## config.mk

```make
export PLATFORM = sky130hd
export DESIGN_NAME = serial_addsub_ctrl
export DESIGN_NICKNAME = d
export VERILOG_FILES = /design/src/rtl/serial_addsub_ctrl.sv
export SDC_FILE = /design/constraint.sdc
export NUM_CORES = 1
export LEC_CHECK = 0
export ABC_AREA = 1
export CORE_MARGIN = 2
export CORE_UTILIZATION = 45
export DETAILED_ROUTE_END_ITERATION = 10
export DONT_BUFFER_PORTS = 1
export PLACE_DENSITY = 0.59
export SLEW_MARGIN = 25
export SYNTH_ARGS = -nofsm -noshare
export SYNTH_HDL_FRONTEND = slang
export SYNTH_SLANG_ARGS = --single-unit
```

## constraint.sdc

```tcl
create_clock -name clk -period 5.5 [get_ports clk]
set_clock_uncertainty 0.1 [all_clocks]
set_input_delay 1.375 -clock clk [delete_from_list [all_inputs] [get_ports clk]]
set_output_delay 1.375 -clock clk [all_outputs]
set_load 0.03 [all_outputs]
```

## src/rtl/serial_addsub_ctrl.sv

```systemverilog
// Bit-serial add/subtract unit: one full-adder cell walks the operands LSB first,
// producing a WIDTH-bit result plus carry, signed-overflow and zero flags.
module serial_addsub_ctrl #(
   parameter int WIDTH = 8
) (
   input  logic             clk,
   input  logic             rst,
   input  logic             start,
   input  logic             op,
   input  logic [WIDTH-1:0] a,
   input  logic [WIDTH-1:0] b,
   output logic             busy,
   output logic             done,
   output logic [WIDTH-1:0] result,
   output logic             carry_out,
   output logic             overflow,
   output logic             zero
);

   localparam int            CW   = $clog2(WIDTH);
   localparam logic [CW-1:0] LAST = CW'(WIDTH - 1);

   typedef enum logic [1:0] {S_IDLE, S_RUN, S_DONE} state_t;

   state_t           state_q, state_d;
   logic [CW-1:0]    cnt_q, cnt_d;
   logic             carry_q, carry_d;
   logic             op_q, op_d;
   logic [WIDTH-1:0] a_q, a_d;
   logic [WIDTH-1:0] b_q, b_d;
   logic [WIDTH-1:0] res_q, res_d;
   logic             cout_q, cout_d;
   logic             ovf_q, ovf_d;
   logic             zero_q, zero_d;
   logic             sum_bit;
   logic             carry_nxt;

   // Returns {carry_out, sum}; subtraction inverts b and relies on carry-in of 1.
   function automatic logic [1:0] fa_cell(input logic ai, input logic bi,
                                          input logic sub, input logic ci);
      logic bb;
      bb = bi ^ sub;
      return {(ai & bb) | (ci & (ai ^ bb)), ai ^ bb ^ ci};
   endfunction

   always_comb begin
      {carry_nxt, sum_bit} = fa_cell(a_q[cnt_q], b_q[cnt_q], op_q, carry_q);
   end

   always_comb begin
      state_d = state_q;
      cnt_d   = cnt_q;
      carry_d = carry_q;
      op_d    = op_q;
      a_d     = a_q;
      b_d     = b_q;
      res_d   = res_q;
      cout_d  = cout_q;
      ovf_d   = ovf_q;
      zero_d  = zero_q;
      case (state_q)
         S_IDLE, S_DONE: begin
            if (start) begin
               a_d     = a;
               b_d     = b;
               op_d    = op;
               carry_d = op;
               cnt_d   = '0;
               state_d = S_RUN;
            end else begin
               state_d = S_IDLE;
            end
         end
         S_RUN: begin
            res_d[cnt_q] = sum_bit;
            carry_d      = carry_nxt;
            if (cnt_q == LAST) begin
               // Flags are committed together with the final result bit.
               state_d = S_DONE;
               cnt_d   = '0;
               cout_d  = carry_nxt;
               ovf_d   = carry_q ^ carry_nxt;
               zero_d  = (res_d == '0);
            end else begin
               cnt_d = cnt_q + CW'(1);
            end
         end
         default: state_d = S_IDLE;
      endcase
   end

   always_ff @(posedge clk) begin
      if (rst) begin
         state_q <= S_IDLE;
         cnt_q   <= '0;
         carry_q <= 1'b0;
         res_q   <= '0;
         cout_q  <= 1'b0;
         ovf_q   <= 1'b0;
         zero_q  <= 1'b1;
      end else begin
         state_q <= state_d;
         cnt_q   <= cnt_d;
         carry_q <= carry_d;
         res_q   <= res_d;
         cout_q  <= cout_d;
         ovf_q   <= ovf_d;
         zero_q  <= zero_d;
      end
   end

   // Operand latches only matter once RUN is entered, so they carry no reset.
   always_ff @(posedge clk) begin
      a_q  <= a_d;
      b_q  <= b_d;
      op_q <= op_d;
   end

   assign busy      = (state_q == S_RUN);
   assign done      = (state_q == S_DONE);
   assign result    = res_q;
   assign carry_out = cout_q;
   assign overflow  = ovf_q;
   assign zero      = zero_q;

endmodule
```

After elaboration in Yosys (flattened, before gate mapping)
Cells that the tools add are included.

cells by class
  add/subtract/negate cells = 1
  order comparisons = 2
  eq/ne operators = 5
  muxes and demuxes = 15
  bitwise logic cells = 7
  reductions and logical operators = 8

operator list
  kind                 number
  $bwmux 8             1
  $logic_not 8->1      1
  $bmux 1 s3           2
  $mux 3               2
  $pmux 3 s2           1
  $reduce_and 2->1     3
  $mux 1               5
  $lt 3x4->1 const B   1
  $pmux 2 s2           1
  $xor 1x1->1          4
  $add 3x1->3 const B  1
  $demux 1 s3          1
  $eq 3x3->1 const B   1
  $ge 3x1->1 const B   1
  $and 1x1->1          2
  $eq 2x1->1 const B   1
  $eq 2x2->1 const B   1
  $logic_not 2->1      1
  $mux 2               1
  $ne 2x1->1 const B   1
  $ne 2x2->1 const B   1
  $pmux 1 s2           1
  $reduce_bool 2->1    1
  $reduce_or 2->1      1
  other kinds (2)      2

storage, ports and cells
  register bits after elaboration = 34
  input port bits = 20
  output and inout port bits = 13
  logic and storage cells = 48

Depth between registers and ports, before layout
Gate-level depths: netlist of run 1.

  word-level depth = 7
  gate-level depth with buffers = 16
  depth with buffers taken out = 16

Worst setup path before layout of run 1
OpenSTA, ideal clock, no wires.

  kind = input to register
  start point = in start
  end point = reg a_q[0] (enable)
  setup time = 0.372 ns
  arrival time = 2.049 ns
  required time = 5.028 ns
  path slack = 2.979 ns
  cell stages on the path = 3
  buffers on the path = 0
  cells stage by stage = inv_1 > or2_2 > inv_1

between the ends
  longest elaborated chain between the ends = 1

RTL lines
  item                               line  source
  from (decl)                        8     input logic start,
  $reduce_and 2->1 (no source line)  n/a
  to (signal assigned)               114   a_q <= a_d;
  to (decl)                          29    logic [WIDTH-1:0] a_q, a_d;

No other way between the ends.
A chain may end at the register's enable or synchronous reset.

Final worst setup path of run 1
  start point = reg cnt_q[0]
  end point = reg zero_q, in the netlist zero

between the ends
  longest elaborated chain between the ends = 7
  elaborated cells on any way between the ends = 16
  classes of those cells = order compare: 2; eq/ne: 1; mux: 7; bitwise: 3; reduce/logical: 3

RTL lines
  item                          line  source
  from (decl)                   26    logic [CW-1:0] cnt_q, cnt_d;
  from (signal assigned)        103   cnt_q <= cnt_d;
  $bmux 1 s3                    47    {carry_nxt, sum_bit} = fa_cell(a_q[cnt_q], b_q[cnt_q], op_q, carry_q);
  $mux 1 (not written as such)  47
  $xor 1x1->1                   42    bb = bi ^ sub;
  $xor 1x1->1 (2 in series)     43    return {(ai & bb) | (ci & (ai ^ bb)), ai ^ bb ^ ci};
  $bwmux 8                      75    res_d[cnt_q] = sum_bit;
  $logic_not 8->1               83    zero_d = (res_d == '0);
  to (signal assigned)          108   zero_q <= zero_d;
  to (decl)                     34    logic zero_q, zero_d;

Parallel ways exist; a longest one is shown, timed or not. The select of a mux whose other input is x is not followed.

==> flow_summary.toml, run 1 <==
[run_status]
outcome = "finished clean"

[cells_and_area]
n_fill_cell = 339
nets = 206
diodes = 0
syn2layout_area_growth_pct = 5.515
final_common_cell = "nand2_1"
final_cell_mix = "nand2_1, inv_1, a21oi_1"
register_area_um2 = 850.8
drive_gt1_share_pct = 7.065
fin_util_pct = 49.49
multi_input_area_um2 = 574.3

[flow_run]
cap_violations = 0

[synthesis]
ys_warn_count = 0
ys_seq_elements = 34
synthCells = 182
yosysUniqueCellTypes = 23
syn_area_per_cell_um2 = 8.600
ys_seq_area_share_pct = 54.36
netlist.area_leader.share_pct = 32.61
synth_area_leader_cell = "edfxtp_1"
netlist_top_cells_area = "edfxtp_1, dfxtp_1, nand2_1"
synth_area_mm2 = 0.001565
syn_nets = 205

[min_path]
hold_class = "reg2reg"
hold_start = "carry_q"

[sta]
final.period_utilization_pct = 50.91
fin_hold_ws_ps = 460.6
rsz0062_at_grt = "false"
max_freq_mhz = 357.1
finalHoldViolCount = 0
setup_slack_ps = 2700
slew-limit-headroom_pct = 58.86
slew_violations = 0
tightest_slew_ps = 616.4
min_period_ps = 2800
fin_setup_tns_ps = 0
setup_viol = 0

[drt]
drt_pass1_iterations = 4
initialDrtViolationCount = 22
drc_errors = 0
routed_wl_mm = 2.705
ant_nets = 0
viasPerCell = 5.022
wire_per_inst_um = 11.76
vias = 1155

[cts]
ctsResizeCount = 0
numCtsBuffers = 5
cts.clk_slew.worst_paths_ps = 100
cts_max_level = 2
cts_root_buffer = "clkbuf_4"
cts_max_path_buffers = 2
cts_tree = "done"
cts_hold_buf = 0
clk_latency_ps = 330
postCtsSetupRepairBufs = 0
cts.sink_count = 34

[die]
fp.dieW_um = 62.98
dieArea_mm2 = 0.003966
die_y_um = 62.98
ioPinCount = 33
start_util_pct = 46.91
rows = 21
core_area_mm2 = 0.003337

[power_and_ir_drop]
vdd_drop_max_mv = 0.1968
p_comb_share_pct = 12.2
p_clk_share_pct = 31.9
p_sw_mw = 0.1461
powerDensity_mw_per_mm2 = 330.7
seqPwrFrac_pct = 55.9
total_leakage_power_nw = 0.6907
p_int_mw = 0.4002
swShare_pct = 26.74

[critical_path]
crit_fanout = 17
endpoint_kind = "flip-flop"
path_class = "reg2reg"
cp-start-kind = "flip-flop"
crit_required_ps = 5680
timing.rr.start = "cnt_q[0]"
critPathArrivalTime_ps = 2980
cp-startpoint = "cnt_q[0]"

[grt]
grt_start_max_net_pins = 20
grt_pass1_wl_mm = 4.567
track_usage_pct = 14.82
grt_overflow_total = 0
antenna_found_initial = 0
grt_pass1_vias = 1054

[placement]
place_ws_ps = 2687
port_buffers = 0
hpwl_mm = 1.992
gp_congestion = 0.8484
[metrics by stage]
stage,instances,area (um^2),power [mW]
after detailed placement,222,1577,0.3789
after CTS,230,1652,0.5525
after floorplan,182,1565,0.3675
after global placement,222,1577,0.3770
after global routing,230,1652,0.5777
final,230,1652,0.5462
[cell usage after synthesis (all sizes together)]
master  count
nand3      11
nand4       4
ha          2
nor2        6
o22ai       1
o21ai      15
dfxtp      17
edfxtp     17
clkbuf      1
buf         5
a21oi      18
or2         1
inv        25
nand2      54
o211ai      3
fa          1
xor2        1
[sequential cells by signal, indices dropped and copies added, names as in the netlist, 2 cells and up]
name     flops
state_q      2
b_q          8
cnt_q        3
a_q          8
result       8
[power groups by stage]
| stage | Sequential, mW | Combinational [mW] | Clock [mW] |
|---|---|---|---|
| CTS | 0.306 | 0.0677 | 0.179 |
| global placement | 0.312 | 0.0655 | 0 |
| floorplan | 0.306 | 0.0613 | 0 |
| finish | 0.305 | 0.0669 | 0.174 |
| global route | 0.308 | 0.0783 | 0.191 |
| detailed placement | 0.312 | 0.0671 | 0 |
[critical path, stage by stage, from the launching register on]
cell and delay, ps:
dfxtp_1 660, inv_2 260, nand2_1 110, a21oi_1 60, o21ai_1 180, nand2_1 70, nand2_1 60, nand2_1 60
fa_1 610, nand4_1 130, nand2_1 120, nand3_1 90, nor2_1 130, nand2_1 70, nand2_1 50
[cells by family after synthesis]
family / Yosys count / synth area share, %
flip-flops: 34 / 54.36
AO/OA/AOI/OAI: 37 / 12.39
XOR/XNOR: 1 / 0.5597
AND/OR/NAND/NOR: 76 / 20.86
adder cells (fa/ha/maj): 3 / 2.877
buffers and inverters: 31 / 8.952
[final cells by class]
class / instances / share of cell area [%]
clock inverter: 2 / 2.045
sequential: 34 / 51.52
inverter: 25 / 5.682
tap: 46 / 3.485
clock buffer: 6 / 2.500
multi-input combinational: 117 / 34.77
[worst paths after layout]
check	slack (ps)	endpoint	cells after the start
max	2700	zero	14
min	460	carry_q	2
max reg2reg	2700	zero	14
min reg2reg	460	carry_q	2
[per-layer routing]
metal,vias up,wire length [um],global-route usage [%]
met1,519,1265,17.23
met4,0,51,5.833
li1,604,-,-
met3,5,138,6.486
met2,27,1249,23.94
met5,-,0,0
(Power assumes the default switching activity.)
==> run 2: changes to the inputs <==
clock period = 2.83 ns   (was 5.5 ns; I/O delays follow)
==> run 2 against run 1 <==
- via count decreased by 0.26%
- clock-buffer cell count decreased by 1
- sequential cell count unchanged
- routed wire length increased by 5.0%
- first-iteration DRC count increased by 120%
- sequential share of layout area decreased by 0.69 points
- final area increased by 1.4%
- register-to-register slack got worse by 2400 ps
- non-clock buffer count increased by 2
- critical path type unchanged
- largest power group unchanged
==> flow_summary.toml, run 2 (synthesis gave the netlist of run 1 again) <==
[cts]
cts.sink_count = 34
cts_max_level = 2
cts.clk_slew.worst_paths_ps = 120
postCtsSetupRepairBufs = 0
cts_hold_buf = 0
numCtsBuffers = 5
clk_latency_ps = 340
cts_tree = "done"
cts_root_buffer = "clkbuf_4"
cts_max_path_buffers = 2
ctsResizeCount = 0

[sta]
fin_hold_ws_ps = 312.1
max_freq_mhz = 397.1
slew_violations = 0
finalHoldViolCount = 0
min_period_ps = 2518
final.period_utilization_pct = 88.98
slew-limit-headroom_pct = 57.94
fin_setup_tns_ps = 0
setup_viol = 0
rsz0062_at_grt = "false"
tightest_slew_ps = 630.3

[power_and_ir_drop]
p_sw_mw = 0.3032
powerDensity_mw_per_mm2 = 647.8
p_comb_share_pct = 13.0
seqPwrFrac_pct = 54.0
total_leakage_power_nw = 0.6989
power_mw = 1.084
vdd_drop_max_mv = 0.3817
p_clk_share_pct = 32.9
p_int_mw = 0.7812
swShare_pct = 27.96

[cells_and_area]
syn2layout_area_growth_pct = 6.955
final_common_cell = "nand2_1"
final_cell_mix = "nand2_1, inv_1, a21oi_1"
drive_gt1_share_pct = 9.140
nets = 208
diodes = 0
n_fill_cell = 324

[drt]
vias = 1152
drt_pass1_iterations = 4
wire_per_inst_um = 12.24
ant_nets = 0
initialDrtViolationCount = 49
routed_wl_mm = 2.840
viasPerCell = 4.966
drc_errors = 0

[flow_run]
cap_violations = 0

[critical_path]
critPathArrivalTime_ps = 2710
crit_fanout = 13
path_class = "reg2reg"
cp-start-kind = "flip-flop"
endpoint_kind = "flip-flop"
crit_required_ps = 3020

[placement]
hpwl_mm = 2.064
gp_congestion = 0.8782
port_buffers = 0

[run_status]
outcome = "finished clean"

[die]
ioPinCount = 33
rows = 21
dieArea_mm2 = 0.003966
fp.dieW_um = 62.98
start_util_pct = 46.91
core_area_mm2 = 0.003337
die_y_um = 62.98

[grt]
grt_overflow_total = 0
grt_pass1_wl_mm = 4.919
grt_start_max_net_pins = 20
antenna_found_initial = 0
track_usage_pct = 16.14
grt_pass1_vias = 1124

[min_path]
hold_class = "in2reg"
[run 2: cell types whose count changed in the layout (fill, tap and decap cells not counted)]
cell and delta:
buf_4 +2, clkbuf_1 -1, clkinv_1 -1, clkinvlp_4 +2
[run 2: path summary, 6_finish.rpt]
kind            start        to  slack, ps  cells after the start
max          cnt_q[2]      zero        310                     12
min               rst  cnt_q[2]        310                      1
max reg2reg  cnt_q[2]      zero        310                     12
min reg2reg  cnt_q[1]  cnt_q[1]        420                      2
[run 2: layer usage]
metal / vias to the layer above / share of wire (%) / routed length [um] / GRT usage (%)
met5: - / 0 / 0 / 0
met4: 0 / 1.9 / 55 / 8.611
met3: 7 / 4.6 / 131 / 5.586
met2: 26 / 48 / 1370 / 26.06
met1: 518 / 45 / 1283 / 18.77
li1: 601 / - / - / -
[run 2: per-stage QoR]
step / worst slack, ps / utilization [%] / instances / area [um^2]
2_1_floorplan: 630.0 / - / 182 / 1565
3_3_place_gp: 489.6 / 47.69 / 224 / 1592
3_5_place_dp: 388.1 / 47.69 / 224 / 1592
4_1_cts: 345.0 / 50.17 / 232 / 1674
5_1_grt: 1.992 / 50.17 / 232 / 1674
6_report: 311.8 / 50.17 / 232 / 1674
[run 2: power groups by stage]
stage / sequential [mW] / clock (mW) / combinational, mW
final: 0.586 / 0.357 / 0.141
after global routing: 0.591 / 0.387 / 0.164
after CTS: 0.587 / 0.368 / 0.142
after detailed placement: 0.598 / 0 / 0.142
after global placement: 0.597 / 0 / 0.141
after floorplan: 0.595 / 0 / 0.119
[run 2: area by class of cell]
| type | instances | area [um^2] | share of cell area [%] |
|---|---|---|---|
| clock buffers | 5 | 37.54 | 2.242 |
| clock inverters | 3 | 45.04 | 2.691 |
| inverters | 25 | 93.84 | 5.605 |
| multi-input cells | 117 | 574.3 | 34.30 |
| flip-flops and latches | 34 | 850.8 | 50.82 |
| well taps | 46 | 57.56 | 3.438 |
| repair buffers | 2 | 15.01 | 0.8969 |
[run 2: critical path, cell delays in order, from the launching register on]
cell     delay [ps]
dfxtp_1         610
inv_1           190
o21ai_1         150
nand2_1          80
nand2_1          70
nand2_1          60
fa_1            600
inv_1            80
o21ai_0         230
nand2_1          80
nor2_1           90
nand2_1          60
nand2_1          50
